==> src/rtl/ccsds123_seq_pkg.sv <==
// Shared types and sizing helpers for the CCSDS-123 sample sequencer.
package ccsds123_seq_pkg;

  localparam int unsigned FRAME_CNT_W = 16;
  localparam int unsigned COORD_MAX_W = 16;

  // A dimension of 1 still needs a 1-bit counter that simply stays at 0.
  function automatic int unsigned coord_w(input int unsigned n);
    return (n <= 1) ? 1 : $clog2(n);
  endfunction

  typedef struct packed {
    logic [COORD_MAX_W-1:0] x;
    logic [COORD_MAX_W-1:0] y;
    logic [COORD_MAX_W-1:0] z;
    logic                   first_line;
    logic                   first_in_line;
    logic                   last_in_line;
    logic                   last_z;
    logic                   last;
  } seq_tag_t;

endpackage

==> src/rtl/ccsds123_sample_sequencer_if.sv <==
// Sample stream interface: raw AXI-Stream input and the tagged output stream.
interface ccsds123_sample_sequencer_if #(
  parameter int unsigned NX = 4,
  parameter int unsigned NY = 4,
  parameter int unsigned NZ = 16,
  parameter int unsigned D  = 16
);
  import ccsds123_seq_pkg::*;

  localparam int unsigned XW = coord_w(NX);
  localparam int unsigned YW = coord_w(NY);
  localparam int unsigned ZW = coord_w(NZ);

  logic [D-1:0]  s_axis_tdata;
  logic          s_axis_tvalid;
  logic          s_axis_tready;
  logic [D-1:0]  m_tdata;
  logic [XW-1:0] m_x;
  logic [YW-1:0] m_y;
  logic [ZW-1:0] m_z;
  logic          m_first_line;
  logic          m_first_in_line;
  logic          m_last_in_line;
  logic          m_last_z;
  logic          m_last;
  logic          m_valid;
  logic          m_ready;

  // master: the sequencer; slave: upstream source plus downstream consumer.
  modport master (
    input  s_axis_tdata, s_axis_tvalid,
    output s_axis_tready,
    output m_tdata, m_x, m_y, m_z, m_first_line, m_first_in_line, m_last_in_line,
    output m_last_z, m_last, m_valid,
    input  m_ready
  );

  modport slave (
    output s_axis_tdata, s_axis_tvalid,
    input  s_axis_tready,
    input  m_tdata, m_x, m_y, m_z, m_first_line, m_first_in_line, m_last_in_line,
    input  m_last_z, m_last, m_valid,
    output m_ready
  );

endinterface

==> src/rtl/ccsds123_skid_buf.sv <==
// Two-entry skid buffer; input ready is a pure register with no path from out_ready_i.
module ccsds123_skid_buf
  import ccsds123_seq_pkg::*;
#(
  parameter int unsigned Width = 16 + $bits(seq_tag_t)
) (
  input  logic             clk_i,
  input  logic             rst_i,
  input  logic [Width-1:0] in_data_i,
  input  logic             in_valid_i,
  output logic             in_ready_o,
  output logic [Width-1:0] out_data_o,
  output logic             out_valid_o,
  input  logic             out_ready_i,
  output logic             occupied_o
);

  logic [Width-1:0] data_q, data_d, skid_q, skid_d;
  logic             valid_q, valid_d, skid_valid_q, skid_valid_d;
  logic             ready_q;
  logic             in_fire;

  assign in_fire = in_valid_i && ready_q;

  always_comb begin
    data_d       = data_q;
    skid_d       = skid_q;
    valid_d      = valid_q;
    skid_valid_d = skid_valid_q;
    if (!valid_q || out_ready_i) begin
      // Output slot frees up: the skid entry is older, so it goes first.
      if (skid_valid_q) begin
        data_d       = skid_q;
        valid_d      = 1'b1;
        skid_valid_d = 1'b0;
      end else if (in_fire) begin
        data_d  = in_data_i;
        valid_d = 1'b1;
      end else begin
        valid_d = 1'b0;
      end
    end else if (in_fire) begin
      skid_d       = in_data_i;
      skid_valid_d = 1'b1;
    end
  end

  always_ff @(posedge clk_i or posedge rst_i) begin
    if (rst_i) begin
      data_q       <= '0;
      skid_q       <= '0;
      valid_q      <= 1'b0;
      skid_valid_q <= 1'b0;
      ready_q      <= 1'b0;
    end else begin
      data_q       <= data_d;
      skid_q       <= skid_d;
      valid_q      <= valid_d;
      skid_valid_q <= skid_valid_d;
      ready_q      <= !skid_valid_d;
    end
  end

  assign in_ready_o  = ready_q;
  assign out_data_o  = data_q;
  assign out_valid_o = valid_q;
  assign occupied_o  = valid_q || skid_valid_q;

endmodule

==> src/rtl/ccsds123_sample_sequencer.sv <==
// Tags BIP-ordered samples with (x, y, z) and boundary flags and tracks frames.
// Define SEQ_SKID_BUFFER_EN for a registered-ready 2-entry skid buffer on the output.
module ccsds123_sample_sequencer
  import ccsds123_seq_pkg::*;
#(
  parameter int unsigned NX = 4,
  parameter int unsigned NY = 4,
  parameter int unsigned NZ = 16,
  parameter int unsigned D  = 16
) (
  input  logic                          clk,
  input  logic                          areset,
  ccsds123_sample_sequencer_if.master   bus_io,
  output logic                          frame_done,
  output logic [FRAME_CNT_W-1:0]        frame_count,
  output logic                          busy
);

  localparam int unsigned XW   = coord_w(NX);
  localparam int unsigned YW   = coord_w(NY);
  localparam int unsigned ZW   = coord_w(NZ);
  localparam int unsigned PayW = D + $bits(seq_tag_t);
  localparam logic [XW-1:0] XMax = XW'(NX - 1);
  localparam logic [YW-1:0] YMax = YW'(NY - 1);
  localparam logic [ZW-1:0] ZMax = ZW'(NZ - 1);

  logic [XW-1:0]          x_q, x_d;
  logic [YW-1:0]          y_q, y_d;
  logic [ZW-1:0]          z_q, z_d;
  logic                   done_q;
  logic [FRAME_CNT_W-1:0] frame_cnt_q;
  seq_tag_t               in_tag, out_tag;
  logic [PayW-1:0]        in_pay, out_pay;
  logic [D-1:0]           out_data;
  logic                   in_ready, in_fire, out_valid, out_fire, occupied;
  logic                   unused_coord_bits;

  always_comb begin
    in_tag               = '0;
    in_tag.x             = COORD_MAX_W'(x_q);
    in_tag.y             = COORD_MAX_W'(y_q);
    in_tag.z             = COORD_MAX_W'(z_q);
    in_tag.first_line    = (y_q == '0);
    in_tag.first_in_line = (x_q == '0);
    in_tag.last_in_line  = (x_q == XMax);
    in_tag.last_z        = (z_q == ZMax);
    in_tag.last          = (x_q == XMax) && (y_q == YMax) && (z_q == ZMax);
  end

  assign in_pay   = {bus_io.s_axis_tdata, in_tag};
  assign in_fire  = bus_io.s_axis_tvalid && in_ready;
  assign out_fire = out_valid && bus_io.m_ready;

  // z is fastest, then x, then y; explicit compares keep non-power-of-2 sizes correct.
  always_comb begin
    z_d = z_q;
    x_d = x_q;
    y_d = y_q;
    if (in_fire) begin
      if (in_tag.last_z) begin
        z_d = '0;
        if (in_tag.last_in_line) begin
          x_d = '0;
          y_d = (y_q == YMax) ? '0 : y_q + YW'(1);
        end else begin
          x_d = x_q + XW'(1);
        end
      end else begin
        z_d = z_q + ZW'(1);
      end
    end
  end

  always_ff @(posedge clk or posedge areset) begin
    if (areset) begin
      x_q         <= '0;
      y_q         <= '0;
      z_q         <= '0;
      done_q      <= 1'b0;
      frame_cnt_q <= '0;
    end else begin
      x_q    <= x_d;
      y_q    <= y_d;
      z_q    <= z_d;
      done_q <= out_fire && out_tag.last;
      if (out_fire && out_tag.last) begin
        frame_cnt_q <= frame_cnt_q + FRAME_CNT_W'(1);
      end
    end
  end

`ifdef SEQ_SKID_BUFFER_EN
  ccsds123_skid_buf #(
    .Width (PayW)
  ) u_skid_buf (
    .clk_i       (clk),
    .rst_i       (areset),
    .in_data_i   (in_pay),
    .in_valid_i  (bus_io.s_axis_tvalid),
    .in_ready_o  (in_ready),
    .out_data_o  (out_pay),
    .out_valid_o (out_valid),
    .out_ready_i (bus_io.m_ready),
    .occupied_o  (occupied)
  );
`else
  logic [PayW-1:0] out_pay_q;
  logic            out_valid_q;
  logic            rdy_q;

  // rdy_q keeps ready low while reset is asserted.
  always_ff @(posedge clk or posedge areset) begin
    if (areset) begin
      out_pay_q   <= '0;
      out_valid_q <= 1'b0;
      rdy_q       <= 1'b0;
    end else begin
      rdy_q <= 1'b1;
      if (in_fire) begin
        out_pay_q   <= in_pay;
        out_valid_q <= 1'b1;
      end else if (bus_io.m_ready) begin
        out_valid_q <= 1'b0;
      end
    end
  end

  assign in_ready  = rdy_q && (!out_valid_q || bus_io.m_ready);
  assign out_pay   = out_pay_q;
  assign out_valid = out_valid_q;
  assign occupied  = out_valid_q;
`endif

  assign {out_data, out_tag} = out_pay;
  assign unused_coord_bits   = ^{out_tag.x, out_tag.y, out_tag.z};

  assign bus_io.s_axis_tready   = in_ready;
  assign bus_io.m_tdata         = out_data;
  assign bus_io.m_x             = out_tag.x[XW-1:0];
  assign bus_io.m_y             = out_tag.y[YW-1:0];
  assign bus_io.m_z             = out_tag.z[ZW-1:0];
  assign bus_io.m_first_line    = out_tag.first_line;
  assign bus_io.m_first_in_line = out_tag.first_in_line;
  assign bus_io.m_last_in_line  = out_tag.last_in_line;
  assign bus_io.m_last_z        = out_tag.last_z;
  assign bus_io.m_last          = out_tag.last;
  assign bus_io.m_valid         = out_valid;

  assign frame_done  = done_q;
  assign frame_count = frame_cnt_q;
  assign busy        = (x_q != '0) || (y_q != '0) || (z_q != '0) || occupied;

endmodule

==> src/flat_wrapper.sv <==
// flat-port wrapper written by rule: the top's interface ports become plain ports
module ccsds123_sample_sequencer_flat import ccsds123_seq_pkg::*;
#(
  parameter int unsigned NX = 4,
  parameter int unsigned NY = 4,
  parameter int unsigned NZ = 16,
  parameter int unsigned D  = 16
)
  (clk, areset, frame_done, frame_count, busy, bus_io_s_axis_tdata, bus_io_s_axis_tvalid, bus_io_s_axis_tready, bus_io_m_tdata, bus_io_m_x, bus_io_m_y, bus_io_m_z, bus_io_m_first_line, bus_io_m_first_in_line, bus_io_m_last_in_line, bus_io_m_last_z, bus_io_m_last, bus_io_m_valid, bus_io_m_ready);
  ccsds123_sample_sequencer_if #(.NX(NX), .NY(NY), .NZ(NZ), .D(D)) bus_io_i ();
  input  logic clk;
  input  logic areset;
  output logic frame_done;
  output logic [FRAME_CNT_W-1:0] frame_count;
  output logic busy;
  input wire logic [$bits(bus_io_i.s_axis_tdata)-1:0] bus_io_s_axis_tdata;
  input wire logic [$bits(bus_io_i.s_axis_tvalid)-1:0] bus_io_s_axis_tvalid;
  output wire logic [$bits(bus_io_i.s_axis_tready)-1:0] bus_io_s_axis_tready;
  output wire logic [$bits(bus_io_i.m_tdata)-1:0] bus_io_m_tdata;
  output wire logic [$bits(bus_io_i.m_x)-1:0] bus_io_m_x;
  output wire logic [$bits(bus_io_i.m_y)-1:0] bus_io_m_y;
  output wire logic [$bits(bus_io_i.m_z)-1:0] bus_io_m_z;
  output wire logic [$bits(bus_io_i.m_first_line)-1:0] bus_io_m_first_line;
  output wire logic [$bits(bus_io_i.m_first_in_line)-1:0] bus_io_m_first_in_line;
  output wire logic [$bits(bus_io_i.m_last_in_line)-1:0] bus_io_m_last_in_line;
  output wire logic [$bits(bus_io_i.m_last_z)-1:0] bus_io_m_last_z;
  output wire logic [$bits(bus_io_i.m_last)-1:0] bus_io_m_last;
  output wire logic [$bits(bus_io_i.m_valid)-1:0] bus_io_m_valid;
  input wire logic [$bits(bus_io_i.m_ready)-1:0] bus_io_m_ready;
  assign bus_io_i.s_axis_tdata = bus_io_s_axis_tdata;
  assign bus_io_i.s_axis_tvalid = bus_io_s_axis_tvalid;
  assign bus_io_s_axis_tready = bus_io_i.s_axis_tready;
  assign bus_io_m_tdata = bus_io_i.m_tdata;
  assign bus_io_m_x = bus_io_i.m_x;
  assign bus_io_m_y = bus_io_i.m_y;
  assign bus_io_m_z = bus_io_i.m_z;
  assign bus_io_m_first_line = bus_io_i.m_first_line;
  assign bus_io_m_first_in_line = bus_io_i.m_first_in_line;
  assign bus_io_m_last_in_line = bus_io_i.m_last_in_line;
  assign bus_io_m_last_z = bus_io_i.m_last_z;
  assign bus_io_m_last = bus_io_i.m_last;
  assign bus_io_m_valid = bus_io_i.m_valid;
  assign bus_io_i.m_ready = bus_io_m_ready;
  ccsds123_sample_sequencer #(.NX(NX), .NY(NY), .NZ(NZ), .D(D)) u_core (.clk(clk), .areset(areset), .bus_io(bus_io_i), .frame_done(frame_done), .frame_count(frame_count), .busy(busy));
endmodule
==> config.mk <==
export PLATFORM = sky130hd
export DESIGN_NAME = ccsds123_sample_sequencer_flat
export DESIGN_NICKNAME = d
export VERILOG_FILES = /design/src/rtl/ccsds123_seq_pkg.sv /design/src/rtl/ccsds123_sample_sequencer_if.sv /design/src/rtl/ccsds123_skid_buf.sv /design/src/rtl/ccsds123_sample_sequencer.sv /design/src/flat_wrapper.sv
export SDC_FILE = /design/constraint.sdc
export NUM_CORES = 1
export LEC_CHECK = 0
export ABC_AREA = 1
export CORE_ASPECT_RATIO = 0.7
export CORE_MARGIN = 1
export CORE_UTILIZATION = 27
export DETAILED_ROUTE_END_ITERATION = 10
export GPL_ROUTABILITY_DRIVEN = 0
export GPL_TIMING_DRIVEN = 0
export SYNTH_ARGS = -nofsm -noshare
export SYNTH_HDL_FRONTEND = slang
export SYNTH_SLANG_ARGS = --single-unit
==> constraint.sdc <==
create_clock -name clk -period 2.8 [get_ports clk]
set_clock_uncertainty 0.1 [all_clocks]
set_input_delay 0.42 -clock clk [delete_from_list [all_inputs] [get_ports clk]]
set_output_delay 0.42 -clock clk [all_outputs]
set_load 0.02 [all_outputs]
==> metrics.yaml, run 1 <==
run_status:
  status: "finished clean"
timing:
  slew_headroom_pct: 63.7
  hold_violations: 0
  worstMarginPinSlew_ps: 543
  setup_viol: 0
  maxSlewViolCount: 0
  fin_tns_setup_ps: 0
  clock.fmax_mhz: 418
  timing.final.crit_share_pct: 85.4
  rsz0062_at_grt: "false"
  hold_ws_ps: 383
  min_period_ps: 2390
die:
  core-area_mm2: 0.00862
  ios: 69
  rows: 28
  die_y_um: 81.7
  initial_utilization_pct: 28.5
  die_area_mm2: 0.00947
  die_x_um: 116
detailed_routing:
  wl_um: 5300
  wl_per_cell_um: 11.5
  drc: 0
  dr_total_vias: 1948
  drtIter0Drc: 63
  drtAntennaViolNets: 0
  vias_per_cell: 4.23
  drt_pre_antenna_iters: 4
place:
  portBuffers: 68
  dp_hpwl_um: 3910
  postPlaceCellArea_mm2: 0.00330
setup_path:
  startpoint_type: "input port"
  critPathMostFrequentCell: "clkdlybuf4s50_1"
  worst_ep_arrival_time_ps: 1870
  crit_required_ps: 2280
  crit_fanout: 3
  cp_cell_sequence: "clkdlybuf4s50_1, inv_1, nand2_2, and2_1, clkdlybuf4s50_1"
  worst_path_max_delay_cell: "clkdlybuf4s50_1"
  crit_type: "in2out"
  critPathCaptureType: "primary output"
  cpPeakStageDelay_ps: 610
clock_tree:
  hold_buffers: 0
  clkSinkCount: 56
  cts_resized: 0
  cts.clk_slew.worst_paths_ps: 60
  cts_made_buffers: 5
  post_cts_buffers: 0
  cts_tree: "yes"
  clock_latency_ps: 290
  htree_levels: 2
  cts_root_buf: "clkbuf_16"
  clockBufferDepth: 2
cells_and_area:
  finalNetCount: 370
  fill_cells: 899
  num_antenna_cells: 0
  area_growth_pct: 39.8
  drive_above_1_share_pct: 6.45
  fin_util_pct: 39.8
  fin_area_mm2: 0.00343
job:
  drv_cap: 0
yosys:
  avgSynthCellArea_um2: 9.18
  syn_area_mm2: 0.00245
  synth_warnings: 0
  synth_seq_cells: 56
  synth_cell_type_count: 25
  syn_nets: 294
  synth_cells: 267
  ys_seq_area_share_pct: 57.1
power:
  p_total_mw: 2.32
  leakage_nw: 1.64
  p_per_area_mw_per_mm2: 675
  vdd_drop_max_mv: 0.291
global_routing:
  grt_pass1_wl_um: 8810
  grt_pass1_vias: 1870
  grt_antenna_before_repair: 0
  grt_max_degree: 33
  grt_usage_pct: 12.2
  grt-ovfl-total: 0
worst_hold_path:
  hold_class: "reg2reg"
## registers in the layout, indices dropped and copies added (netlist names)
name	count
u_core.rdy_q	1
u_core.x_q	2
u_core.frame_count	16
u_core.bus_io.m_valid	1
u_core.frame_done	1
u_core.y_q	2
u_core.z_q	4
u_core.out_pay	29
## metrics by stage
step | worst slack (ps) | cells
after floorplan | 909 | 267
after global placement | -281 | 455
after detailed placement | 380 | 456
after CTS | 377 | 461
after global routing | 348 | 461
final | 409 | 461
## cells by family after synthesis
family / count (synthesis) / synth area share (%)
fa+ha+maj: 7 / 3.57
flops: 56 / 57.1
compound gates: 16 / 3.37
xor+xnor: 12 / 4.29
other cells: 1 / 0.153
simple gates: 149 / 26.9
buf+inv: 26 / 4.54
## per-layer routing
layer,part of all wire (%),GRT usage (%),wire length [um]
met2,44,19.5,2310
met1,49,15.7,2610
met4,0.72,3.08,38
met5,0,0,0
met3,6.5,4.58,345
## power breakdown
part / switching (mW) / internal (mW)
Combinational: 0.364 / 0.308
Sequential: 0.102 / 0.963
Clock: 0.261 / 0.317
Total: 0.728 / 1.59
## layout by cell type, fill, tap and decap left out
cell and count:
a21oi_1 1, conb_1 1, nand4_1 5, nand2_4 1, buf_4 3, xnor2_1 6, nand2_2 1, o21a_1 1
clkbuf_16 5, nor3_1 3, xor2_1 6, clkdlybuf4s50_1 68, dfrtp_1 56, nor2_2 1, nor2_1 11, o21ai_0 14
nand3_4 2, inv_1 17, and2_1 1, inv_2 3, clkbuf_1 1, nand3b_1 2, nand2_1 109, nor2_4 3
buf_12 1, buf_2 2, ha_1 7, nand3_1 10
## layout make-up
cell class / instances / area [um2] / share of cell area (%)
Multi-Input combinational cell: 185 / 940 / 27.4
Tap cell: 120 / 150 / 4.38
Inverter: 20 / 75.1 / 2.19
Clock buffer: 5 / 125 / 3.65
Timing Repair Buffer: 69 / 701 / 20.4
Sequential cell: 56 / 1400 / 40.9
Buffer: 6 / 36.3 / 1.06
## Yosys cell counts
master,instances,area share (%)
xnor2_1,6,2.1
and2_1,1,0.26
nor3_1,3,0.61
ha_1,7,3.6
nor2_4,3,1.4
o21ai_0,14,2.9
xor2_1,6,2.1
a21oi_1,1,0.20
o21a_1,1,0.31
nand3_1,10,2.0
buf_2,2,0.41
inv_1,18,2.8
nand3b_1,2,0.61
nand2_1,109,17
nor2_2,1,0.26
buf_4,3,0.92
nor2_1,11,1.7
nand3_4,2,1.4
nand4_1,5,1.3
dfrtp_1,56,57
nand2_4,1,0.46
inv_2,2,0.31
conb_1,1,0.15
clkbuf_1,1,0.15
nand2_2,1,0.26
## critical path, delay by kind of cell
kind,cells,cell delay [ps]
buffers and inverters,3,1230
and+or+nand+nor,2,210
## final timing paths
check	depth (start not counted)	slack (ps)	from	end
setup / recovery	5	410	bus_io_m_ready	bus_io_s_axis_tready
hold reg to reg	2	380	u_core.out_pay[59]	u_core.out_pay[59]
setup reg to reg	6	1350	u_core.z_q[0]	u_core.y_q[0]
min in group asynchronous	2	390	areset	u_core.frame_count[13]
hold / removal	2	380	u_core.out_pay[59]	u_core.out_pay[59]
max in group asynchronous	3	1640	areset	u_core.out_pay[38]
No activity file was read; power rests on OpenSTA's default activity.
==> inputs of run 2 (changes only) <==
--- a/config.mk
+++ b/config.mk
@@ -8,10 +8,12 @@
 export ABC_AREA = 1
 export CORE_ASPECT_RATIO = 0.7
 export CORE_MARGIN = 1
-export CORE_UTILIZATION = 27
+export CORE_UTILIZATION = 51
 export DETAILED_ROUTE_END_ITERATION = 10
 export GPL_ROUTABILITY_DRIVEN = 0
 export GPL_TIMING_DRIVEN = 0
+export PLACE_DENSITY = 0.84
+export SLEW_MARGIN = 20
 export SYNTH_ARGS = -nofsm -noshare
 export SYNTH_HDL_FRONTEND = slang
 export SYNTH_SLANG_ARGS = --single-unit
==> run 2 against run 1 <==
  * Worst hold slack better by 5.4 ps
  * Critical endpoint unchanged
  * The flow now finishes with violations (DRC)
  * Routed wire length decreased by 4.3%
  * Global-route usage increased by 9.7 points
  * Setup slack better by 12 ps
  * Largest cell class unchanged
  * Clock-buffer cell count rose by 3
  * Die area shrank 46%
==> metrics.yaml, run 2 (synthesized netlist as in run 1, its figures left out) <==
cells_and_area:
  fin_area_mm2: 0.00329
  drive_above_1_share_pct: 6.41
  final_cell_mix: "109 x nand2_1, 68 x clkdlybuf4s50_1, 56 x dfrtp_1"
  fin_cells: 398
  num_antenna_cells: 0
  area_growth_pct: 34.3
  final_common_cell: "nand2_1"
  largest_reg_flops: 29
  finalNetCount: 369
global_routing:
  grt-ovfl-total: 0
  top_usage_layer: "met2"
  grt_pass1_wl_um: 8520
  grt_use_met2_pct: 36.5
  grt_pass1_vias: 1797
  grt_usage_pct: 21.9
  grt_use_met3_pct: 4.83
  grt_max_degree: 57
  grt_antenna_before_repair: 0
  use_met1_pct: 30.2
timing:
  setup_viol: 0
  fin_ws_ps: 421
  slew_headroom_pct: 55.3
  hold_ws_ps: 388
  hold_violations: 0
  min_period_ps: 2380
  worstMarginPinSlew_ps: 670
  maxSlewViolCount: 0
  timing.final.crit_share_pct: 85.0
  clock.fmax_mhz: 420
  rsz0062_at_grt: "false"
die:
  rows: 20
  die_area_mm2: 0.00509
  die_y_um: 60.0
  die_x_um: 84.9
  ios: 69
  initial_utilization_pct: 54.7
  core-area_mm2: 0.00448
clock_tree:
  clock_latency_ps: 310
  cts_root_buf: "clkbuf_8"
  clockBufferDepth: 2
  post_cts_buffers: 0
  clkSinkCount: 56
  cts_made_buffers: 5
  hold_buffers: 0
  cts.clk_slew.worst_paths_ps: 90
  htree_levels: 2
  cts_resized: 0
  cts_tree: "yes"
place:
  portBuffers: 68
  postPlaceCellArea_mm2: 0.00320
  dp_cells: 390
  dp_slack_ps: 401
  dp_hpwl_um: 3660
detailed_routing:
  drt_pre_antenna_iters: 10
  vias_per_cell: 4.81
  wl_per_cell_um: 12.7
  drc: 6
  wl_um: 5070
  drtAntennaViolNets: 0
  dr_total_vias: 1914
  drtIter0Drc: 86
run_status:
  status: "finished with violations"
  violations: "DRC"
power:
  p_total_mw: 2.20
  p_per_area_mw_per_mm2: 668
  vdd_drop_max_mv: 0.517
  leakage_nw: 1.62
setup_path:
  crit_required_ps: 2280
  critPathCaptureType: "primary output"
  crit_fanout: 3
  crit_type: "in2out"
  worst_ep_arrival_time_ps: 1860
  startpoint_type: "input port"
job:
  drv_cap: 0
worst_hold_path:
  hold_class: "reg2reg"
[run 2: cell count changes in the layout (fill, tap and decap cells not counted), sizes merged]
cell	previous run	this run
clkbuf	6	9
buf	6	5
[run 2: final timing paths]
path	startpoint	to	slack [ps]	cells past startpoint
worst min register to register	u_core.out_pay[59]	u_core.out_pay[59]	390	2
worst min-delay path	u_core.out_pay[59]	u_core.out_pay[59]	390	2
min in group asynchronous	areset	u_core.frame_count[2]	460	2
worst max-delay path	bus_io_m_ready	bus_io_s_axis_tready	420	5
max in group asynchronous	areset	u_core.out_pay[64]	1680	2
worst max register to register	u_core.frame_count[0]	u_core.frame_count[14]	1310	8
[run 2: cell type report]
class | count | area [um2]
Sequential cell | 56 | 1400
Fill cell | 342 | 1180
Multi-Input combinational cell | 185 | 940
Timing Repair Buffer | 68 | 681
Clock buffer | 8 | 90.1
Inverter | 20 | 77.6
Tap cell | 55 | 68.8
Buffer | 6 | 36.3
[run 2: per-stage QoR]
step / utilization (%) / setup TNS (ps)
2_1_floorplan: - / 0
3_3_place_gp: 71.5 / -4840
3_5_place_dp: 71.5 / 0
4_1_cts: 73.5 / 0
5_1_grt: 73.5 / 0
6_report: 73.5 / 0
[run 2: layer usage]
layer / part of all wire (%) / wire length [um] / up-vias
met5: 0 / 0 / -
met4: 0.77 / 39 / 0
met3: 5.7 / 289 / 5
met2: 44 / 2230 / 53
met1: 50 / 2520 / 876
li1: - / - / 980
[run 2: critical path, cell delays in order]
cell             delay [ps]
clkdlybuf4s50_1         530
inv_1                    70
nand2_2                  90
and2_1                  120
clkdlybuf4s50_1         610
[run 2: power by group]
part / switching, mW / internal (mW)
sequential: 0.108 / 0.961
clock: 0.251 / 0.203
combinational: 0.370 / 0.306
total: 0.730 / 1.47
==> inputs of run 3 (changes only) <==
--- a/config.mk
+++ b/config.mk
@@ -8,11 +8,11 @@
 export ABC_AREA = 1
 export CORE_ASPECT_RATIO = 0.7
 export CORE_MARGIN = 1
-export CORE_UTILIZATION = 51
+export CORE_UTILIZATION = 43
 export DETAILED_ROUTE_END_ITERATION = 10
 export GPL_ROUTABILITY_DRIVEN = 0
 export GPL_TIMING_DRIVEN = 0
-export PLACE_DENSITY = 0.84
+export PLACE_DENSITY = 0.76
 export SLEW_MARGIN = 20
 export SYNTH_ARGS = -nofsm -noshare
 export SYNTH_HDL_FRONTEND = slang
==> constraint.sdc (replaced) <==
create_clock -name clk -period 2.15 [get_ports clk]
set_clock_uncertainty 0.1 [all_clocks]
set_input_delay 0.3225 -clock clk [delete_from_list [all_inputs] [get_ports clk]]
set_output_delay 0.3225 -clock clk [all_outputs]
set_load 0.02 [all_outputs]
==> run 3 against run 2 <==
  * The run now ends clean
  * Global-route usage down 3.3 points
  * Worst hold slack worse by 34 ps
  * Non-clock buffer count unchanged
  * Die area up 18%
  * Critical endpoint is now busy
==> metrics.yaml, run 3 (synthesized netlist as in run 1, its figures left out) <==
timing:
  rsz0062_at_grt: "false"
  worstMarginPinSlew_ps: 678
  fin_ws_ps: 132
  min_period_ps: 2020
  timing.final.crit_share_pct: 93.9
  maxSlewViolCount: 0
  hold_violations: 0
  clock.fmax_mhz: 496
  setup_viol: 0
  slew_headroom_pct: 54.8
setup_path:
  startpoint_type: "register"
  critPathCaptureType: "primary output"
  r2r_slack_ps: 690
  reg2reg_depth: 8
  crit_fanout: 4
  worst_ep_arrival_time_ps: 1600
  crit_required_ps: 1730
  crit_type: "reg2out"
  reg2reg_from: "u_core.frame_count[0]"
  timing.rr.end: "u_core.frame_count[14]"
detailed_routing:
  drc: 0
  vias_per_cell: 4.63
  drtAntennaViolNets: 0
  drt_pre_antenna_iters: 4
  wl_per_cell_um: 12.0
  drtIter0Drc: 103
  wl_um: 4980
  dr_total_vias: 1923
clock_tree:
  hold_buffers: 0
  cts_root_buf: "clkbuf_8"
  clockBufferDepth: 2
  clock_latency_ps: 300
  cts_tree: "yes"
  cts.clk_slew.worst_paths_ps: 100
  cts_resized: 2
  cts_made_buffers: 5
  htree_levels: 2
  clkSinkCount: 56
  post_cts_buffers: 0
cells_and_area:
  final_common_cell: "nand2_1"
  fill_cells: 474
  largest_reg_flops: 29
  final_cell_mix: "109 x nand2_1, 66 x clkdlybuf4s50_1, 56 x dfrtp_1"
  num_antenna_cells: 0
  area_growth_pct: 35.3
  drive_above_1_share_pct: 6.71
  finalNetCount: 369
die:
  rows: 22
  ios: 69
  core-area_mm2: 0.00537
  die_y_um: 65.2
  initial_utilization_pct: 45.7
  die_area_mm2: 0.00601
  die_x_um: 92.3
run_status:
  status: "finished clean"
power:
  vdd_drop_max_mv: 0.654
  p_per_area_mw_per_mm2: 861
  leakage_nw: 1.62
  p_total_mw: 2.86
global_routing:
  grt_pass1_vias: 1828
  grt_usage_pct: 18.6
  grt_antenna_before_repair: 0
  grt_pass1_wl_um: 8700
  grt_max_degree: 57
  grt-ovfl-total: 0
place:
  dp_slack_ps: -39.2
  dp_hpwl_um: 3650
  portBuffers: 68
worst_hold_path:
  hold_class: "in2async"
job:
  drv_cap: 0
==> run 3: layer usage <==
layer / vias to the layer above / global-route usage, % / part of all wire [%]
met5: - / 0 / 0
met4: 0 / 5.27 / 0.94
met3: 5 / 4.05 / 4.7
met2: 48 / 27.2 / 43
met1: 888 / 27.7 / 52
li1: 982 / - / -
==> run 3: worst max path at each step <==
| stage | start | endpoint | slack (ps) | depth (start not counted) |
|---|---|---|---|---|
| floorplan | areset | u_core.bus_io.m_valid | 360 | 1 |
| global placement | areset | u_core.out_pay[59] | -680 | 2 |
| detailed placement | bus_io_m_ready | bus_io_s_axis_tready | -40 | 5 |
| CTS | u_core.x_q[0] | busy | 110 | 6 |
| global route | u_core.z_q[0] | busy | 40 | 6 |
| finish | u_core.z_q[0] | busy | 130 | 6 |
==> run 3: final cells by class <==
type / instances / area (um2) / area share (%)
Multi-Input combinational cell: 185 / 940 / 28.3
Buffer: 6 / 36.3 / 1.09
Timing Repair Buffer: 68 / 678 / 20.4
Inverter: 20 / 77.6 / 2.34
Sequential cell: 56 / 1400 / 42.2
Clock inverter: 1 / 7.51 / 0.226
Tap cell: 72 / 90.1 / 2.72
Clock buffer: 7 / 86.3 / 2.60
==> run 3: power breakdown <==
| group | switching (mW) | leakage (nW) | internal, mW |
|---|---|---|---|
| Combinational | 0.480 | 0.857 | 0.397 |
| Sequential | 0.139 | 0.717 | 1.25 |
| Clock | 0.326 | 0.0445 | 0.262 |
==> run 3: per-stage QoR <==
step	std cells	cell area, um2	util, %	hold slack, ps	setup TNS [ps]
floorplan	267	2450	-	332	0
global placement	407	3220	60.0	361	-37980
detailed placement	407	3230	60.1	367	-39.2
CTS	415	3320	61.8	392	0
global route	415	3320	61.8	423	0
finish	415	3320	61.8	354	0
==> run 3: worst max-delay path: stages, from the launching register on <==
cell           delay (ps)
dfrtp_1               420
inv_1                 130
ha_1                  160
nand2_1                50
nor3_1                130
nand3_1                80
dlygate4sd2_1         320
==> patch 1: new RTL, settings of run 3 <==
Take the reset off `x_q`, `y_q` and `z_q` and load them in a clocked block of their own.
--- a/src/rtl/ccsds123_sample_sequencer.sv
+++ b/src/rtl/ccsds123_sample_sequencer.sv
@@ -73,20 +73,20 @@
 
   always_ff @(posedge clk or posedge areset) begin
     if (areset) begin
-      x_q         <= '0;
-      y_q         <= '0;
-      z_q         <= '0;
       done_q      <= 1'b0;
       frame_cnt_q <= '0;
     end else begin
-      x_q    <= x_d;
-      y_q    <= y_d;
-      z_q    <= z_d;
       done_q <= out_fire && out_tag.last;
       if (out_fire && out_tag.last) begin
         frame_cnt_q <= frame_cnt_q + FRAME_CNT_W'(1);
       end
     end
+  end
+
+  always_ff @(posedge clk) begin
+    x_q <= x_d;
+    y_q <= y_d;
+    z_q <= z_d;
   end
 
 `ifdef SEQ_SKID_BUFFER_EN
Function: differs if areset is asserted again (counterexample within 4 cycles, from zero or initial values and one cycle with areset high); with areset held inactive, the same outputs for 10 cycles.
==> patch 1 against run 3 <==
Wire length down 1.9%; total power fell by 20%; via count decreased by 1.6%; setup slack worse by 0.035 ns; critical path depth shrank 2; final area is essentially flat; first-iteration DRC count is 50% lower; die area down 0.15%; sequential cell count did not move; synthesized area fell by 0.15%.
==> patch 1: results (changes against run 3) <==
| Metric | Value |
|---|---|
| Sequential share of the synthesized area | 0.589 (was 0.571) |
| Power Clock | 0.549 mW (was 0.588 mW) |
| Pin count of the biggest net entering global routing | 35 (was 57) |
| Slowest cell delay on critical path | 0.62 ns (was 0.42 ns) |
| Seq. pwr | 1.23 mW (was 1.39 mW) |
| Critical R2R Launch | u_core.bus_io.m_valid (was u_core.frame_count[0]) |
| Synth top cells by count | 113 x sky130_fd_sc_hd__nand2_1, 48 x sky130_fd_sc_hd__dfrtp_1, 31 x sky130_fd_sc_hd__inv_1 (was 109 x sky130_fd_sc_hd__nand2_1, 56 x sky130_fd_sc_hd__dfrtp_1, 18 x sky130_fd_sc_hd__inv_1) |
| Fraction of met3 tracks used by global routing | 0.0417 (was 0.0405) |
| Sequential cell fraction of total power | 0.541 (was 0.487) |
| Mean post-synth cell area | 8.90 um2 (was 9.18 um2) |
| Post-CTS sizing | 1 (was 2) |
| Worst R2R Setup Slack | 0.60 ns (was 0.69 ns) |
| Net count of the mapped netlist | 302 (was 294) |
| Post-synth EDFFs | 8 (was 0) |
| Result of the run | finished clean (unchanged) |
| Fill cells | 478 (was 474) |
| Source of the critical timing path | bus_io_m_ready (was u_core.z_q[0]) |
| Routed wire per std cell | 11.5 um (was 12.0 um) |
| Initial detailed-routing violation count | 52 (was 103) |
| Leakage dissipation | 1.63 nW (was 1.62 nW) |
| Final #Nets | 378 (was 369) |
| Design internal power | 1.63 mW (was 1.91 mW) |
| Count of vias placed by the detailed router | 1892 (was 1923) |
| Capture point of the critical path | bus_io_s_axis_tready (was busy) |
| FFs w/ async S/R, synth | 0.857 (was 1.00) |
| Vias/cell | 4.46 (was 4.63) |
| Count of unique library cells instantiated by Yosys | 24 (was 25) |
| VDD IR-drop max | 356 uV (was 654 uV) |
| Met2 Resource Use GR | 0.298 (was 0.272) |
## patch 1: cell count changes after synthesis, moves of 2 or more
cell and delta:
sky130_fd_sc_hd__nand4_1 -4, sky130_fd_sc_hd__dfrtp_1 -8, sky130_fd_sc_hd__edfxtp_1 +8, sky130_fd_sc_hd__nand3_4 -2, sky130_fd_sc_hd__nor2_1 +11, sky130_fd_sc_hd__nor2_4 -3
sky130_fd_sc_hd__o21ai_0 -3, sky130_fd_sc_hd__nand2_1 +4, sky130_fd_sc_hd__inv_1 +13, sky130_fd_sc_hd__nand3_1 -5
## patch 1: stage by stage
stage / TNS, ns / hold slack [ns] / area (um2) / setup WS, ns
after CTS: 0 / 0.191 / 3320 / 0.0445
after detailed placement: 0 / 0.359 / 3240 / 0.0879
after global placement: -18.05 / 0.354 / 3220 / -0.380
final: 0 / 0.193 / 3320 / 0.0972
after floorplan: 0 / 0.319 / 2450 / 0.583
after global routing: 0 / 0.240 / 3320 / 0.0256
## patch 1: kinds of logic (layout without fill, tap and decap cells)
kind of cell,count (synthesis),after routing,share of synthesized area
fa+ha+maj,7,7,0.0358
simple gates,148,148,0.243
xor+xnor,10,10,0.0358
other cells,1,1,0.00153
compound gates,14,14,0.0301
buf+inv,39,116,0.0649
flops,56,56,0.589
## patch 1: area by class of cell
type                       instances  share of cell area
timing repair buffer              69               0.210
multi-input combinational        180               0.256
buffer                             6              0.0106
clock buffer                       7              0.0230
tap                               72              0.0272
inverter                          33              0.0374
sequential                        56               0.435
clock inverter                     1             0.00151
## patch 1: metal layers
metal / share of wire / up-vias
met5: 0 / -
met2: 0.43 / 50
met1: 0.50 / 853
met4: 0.0092 / 0
met3: 0.055 / 5
li1: - / 984
==> patch 2: new RTL, settings of run 3 <==
Without the edit above. `D` is set to 16 in 3 places; all go to 18.
--- a/src/rtl/ccsds123_sample_sequencer_if.sv
+++ b/src/rtl/ccsds123_sample_sequencer_if.sv
@@ -3,7 +3,7 @@
   parameter int unsigned NX = 4,
   parameter int unsigned NY = 4,
   parameter int unsigned NZ = 16,
-  parameter int unsigned D  = 16
+  parameter int unsigned D  = 18
 );
   import ccsds123_seq_pkg::*;
 
--- a/src/rtl/ccsds123_sample_sequencer.sv
+++ b/src/rtl/ccsds123_sample_sequencer.sv
@@ -6,7 +6,7 @@
   parameter int unsigned NX = 4,
   parameter int unsigned NY = 4,
   parameter int unsigned NZ = 16,
-  parameter int unsigned D  = 16
+  parameter int unsigned D  = 18
 ) (
   input  logic                          clk,
   input  logic                          areset,
--- a/src/flat_wrapper.sv
+++ b/src/flat_wrapper.sv
@@ -4,7 +4,7 @@
   parameter int unsigned NX = 4,
   parameter int unsigned NY = 4,
   parameter int unsigned NZ = 16,
-  parameter int unsigned D  = 16
+  parameter int unsigned D  = 18
 )
   (clk, areset, frame_done, frame_count, busy, bus_io_s_axis_tdata, bus_io_s_axis_tvalid, bus_io_s_axis_tready, bus_io_m_tdata, bus_io_m_x, bus_io_m_y, bus_io_m_z, bus_io_m_first_line, bus_io_m_first_in_line, bus_io_m_last_in_line, bus_io_m_last_z, bus_io_m_last, bus_io_m_valid, bus_io_m_ready);
   ccsds123_sample_sequencer_if #(.NX(NX), .NY(NY), .NZ(NZ), .D(D)) bus_io_i ();
Ports: changed (resized bus_io_m_tdata and bus_io_s_axis_tdata); port bits go from 69 to 73. The function was not compared with the original's and may differ.
==> patch 2 against run 3 <==
Setup slack better by 0.11 ns; sequential cell count rose by 2; combinational power is 0.9% higher; synthesized area rose by 3.4%; total power is 13% higher; critical path depth is the same; final area up 6.3%; sequential share of layout area decreased by 1.1 points; wire length up 6.9%; critical path type unchanged.
==> patch 2: results (changes against run 3) <==
| Metric | Value |
|---|---|
| Endpoint of the lowest-slack register-to-register path | u_core.y_q[0] (was u_core.frame_count[14]) |
| CTS buffer count | 9 (was 5) |
| Area of combinational cells with multiple inputs | 972 um2 (was 940 um2) |
| Ranking of synthesized cells by area | sky130_fd_sc_hd__dfrtp_1 57%, sky130_fd_sc_hd__nand2_1 17%, sky130_fd_sc_hd__ha_1 3.5% (was sky130_fd_sc_hd__dfrtp_1 57%, sky130_fd_sc_hd__nand2_1 17%, sky130_fd_sc_hd__ha_1 3.6%) |
| Worst hold slack across all endpoints | 0.357 ns (was 0.354 ns) |
| Port buffer count | 72 (was 68) |
| Via count of the first global-routing pass | 1980 (was 1828) |
| Source of the critical timing path | u_core.z_q[1] (was u_core.z_q[0]) |
| Sum of met2 wire segment lengths after detailed routing | 2.34 mm (was 2.13 mm) |
| Largest delay share family, worst path | flip-flops (was buffers and inverters) |
| Total instance count after detailed placement | 419 (was 407) |
| Met2 Resource Use GR | 0.296 (was 0.272) |
| Register area | 1450 um2 (was 1400 um2) |
| Switching power as a share of total power | 0.315 (was 0.331) |
| Seq. pwr | 1.44 mW (was 1.39 mW) |
| Initial detailed-routing violation count | 80 (was 103) |
| Worst-margin pin slew | 0.690 ns (was 0.678 ns) |
| Wire length of the first global-routing pass | 8.99 mm (was 8.70 mm) |
| Routed wire per std cell | 12.2 um (was 12.0 um) |
| Logic inverters | 21 (was 20) |
| Combinational fraction of design power | 0.274 (was 0.307) |
| Layout clock buffer count | 14 (was 7) |
| Synth top cells by count | 112 x sky130_fd_sc_hd__nand2_1, 58 x sky130_fd_sc_hd__dfrtp_1, 20 x sky130_fd_sc_hd__inv_1 (was 109 x sky130_fd_sc_hd__nand2_1, 56 x sky130_fd_sc_hd__dfrtp_1, 18 x sky130_fd_sc_hd__inv_1) |
| Fraction of standard cell area in multi-input logic | 0.276 (was 0.283) |
| Sequential share of the synthesized area | 0.572 (was 0.571) |
| Nonclk buf count | 78 (was 74) |
| Arr. time, crit path | 1.48 ns (was 1.60 ns) |
| Gate Count Post-Synth | 275 (was 267) |
| Post-placement setup slack | -0.0325 ns (was -0.0392 ns) |
| Result of the run | finished clean (unchanged) |
| Post-DP HPWL | 3.89 mm (was 3.65 mm) |
| Layout cells sized above 1 | 0.0854 (was 0.0671) |
| Cell area after placement | 3350 um2 (was 3230 um2) |
==> patch 2: timing repair <==
item,4_1_cts,5_1_grt
setup endpoints to repair,2,1
pin swaps,0,0
gates resized for setup,2,3
gates cloned,0,0
==> patch 2: worst register-to-register path, cell delays in order (launching register included) <==
cell	delay, ns
sky130_fd_sc_hd__dfrtp_1	0.41
sky130_fd_sc_hd__ha_1	0.19
sky130_fd_sc_hd__nand3_1	0.19
sky130_fd_sc_hd__nor2_4	0.19
sky130_fd_sc_hd__nand2_1	0.14
sky130_fd_sc_hd__nand2_1	0.09
sky130_fd_sc_hd__o21ai_0	0.08
==> patch 2: cells by family (layout without fill, tap and decap cells) <==
logic type | count (synthesis) | in the layout | synth area share
flip-flops | 58 | 58 | 0.572
buffers and inverters | 27 | 115 | 0.0444
XOR/XNOR | 13 | 13 | 0.0449
other | 1 | 1 | 0.00148
AO/OA/AOI/OAI | 17 | 17 | 0.0345
adder cells (fa/ha/maj) | 7 | 7 | 0.0345
AND/OR/NAND/NOR | 152 | 152 | 0.268
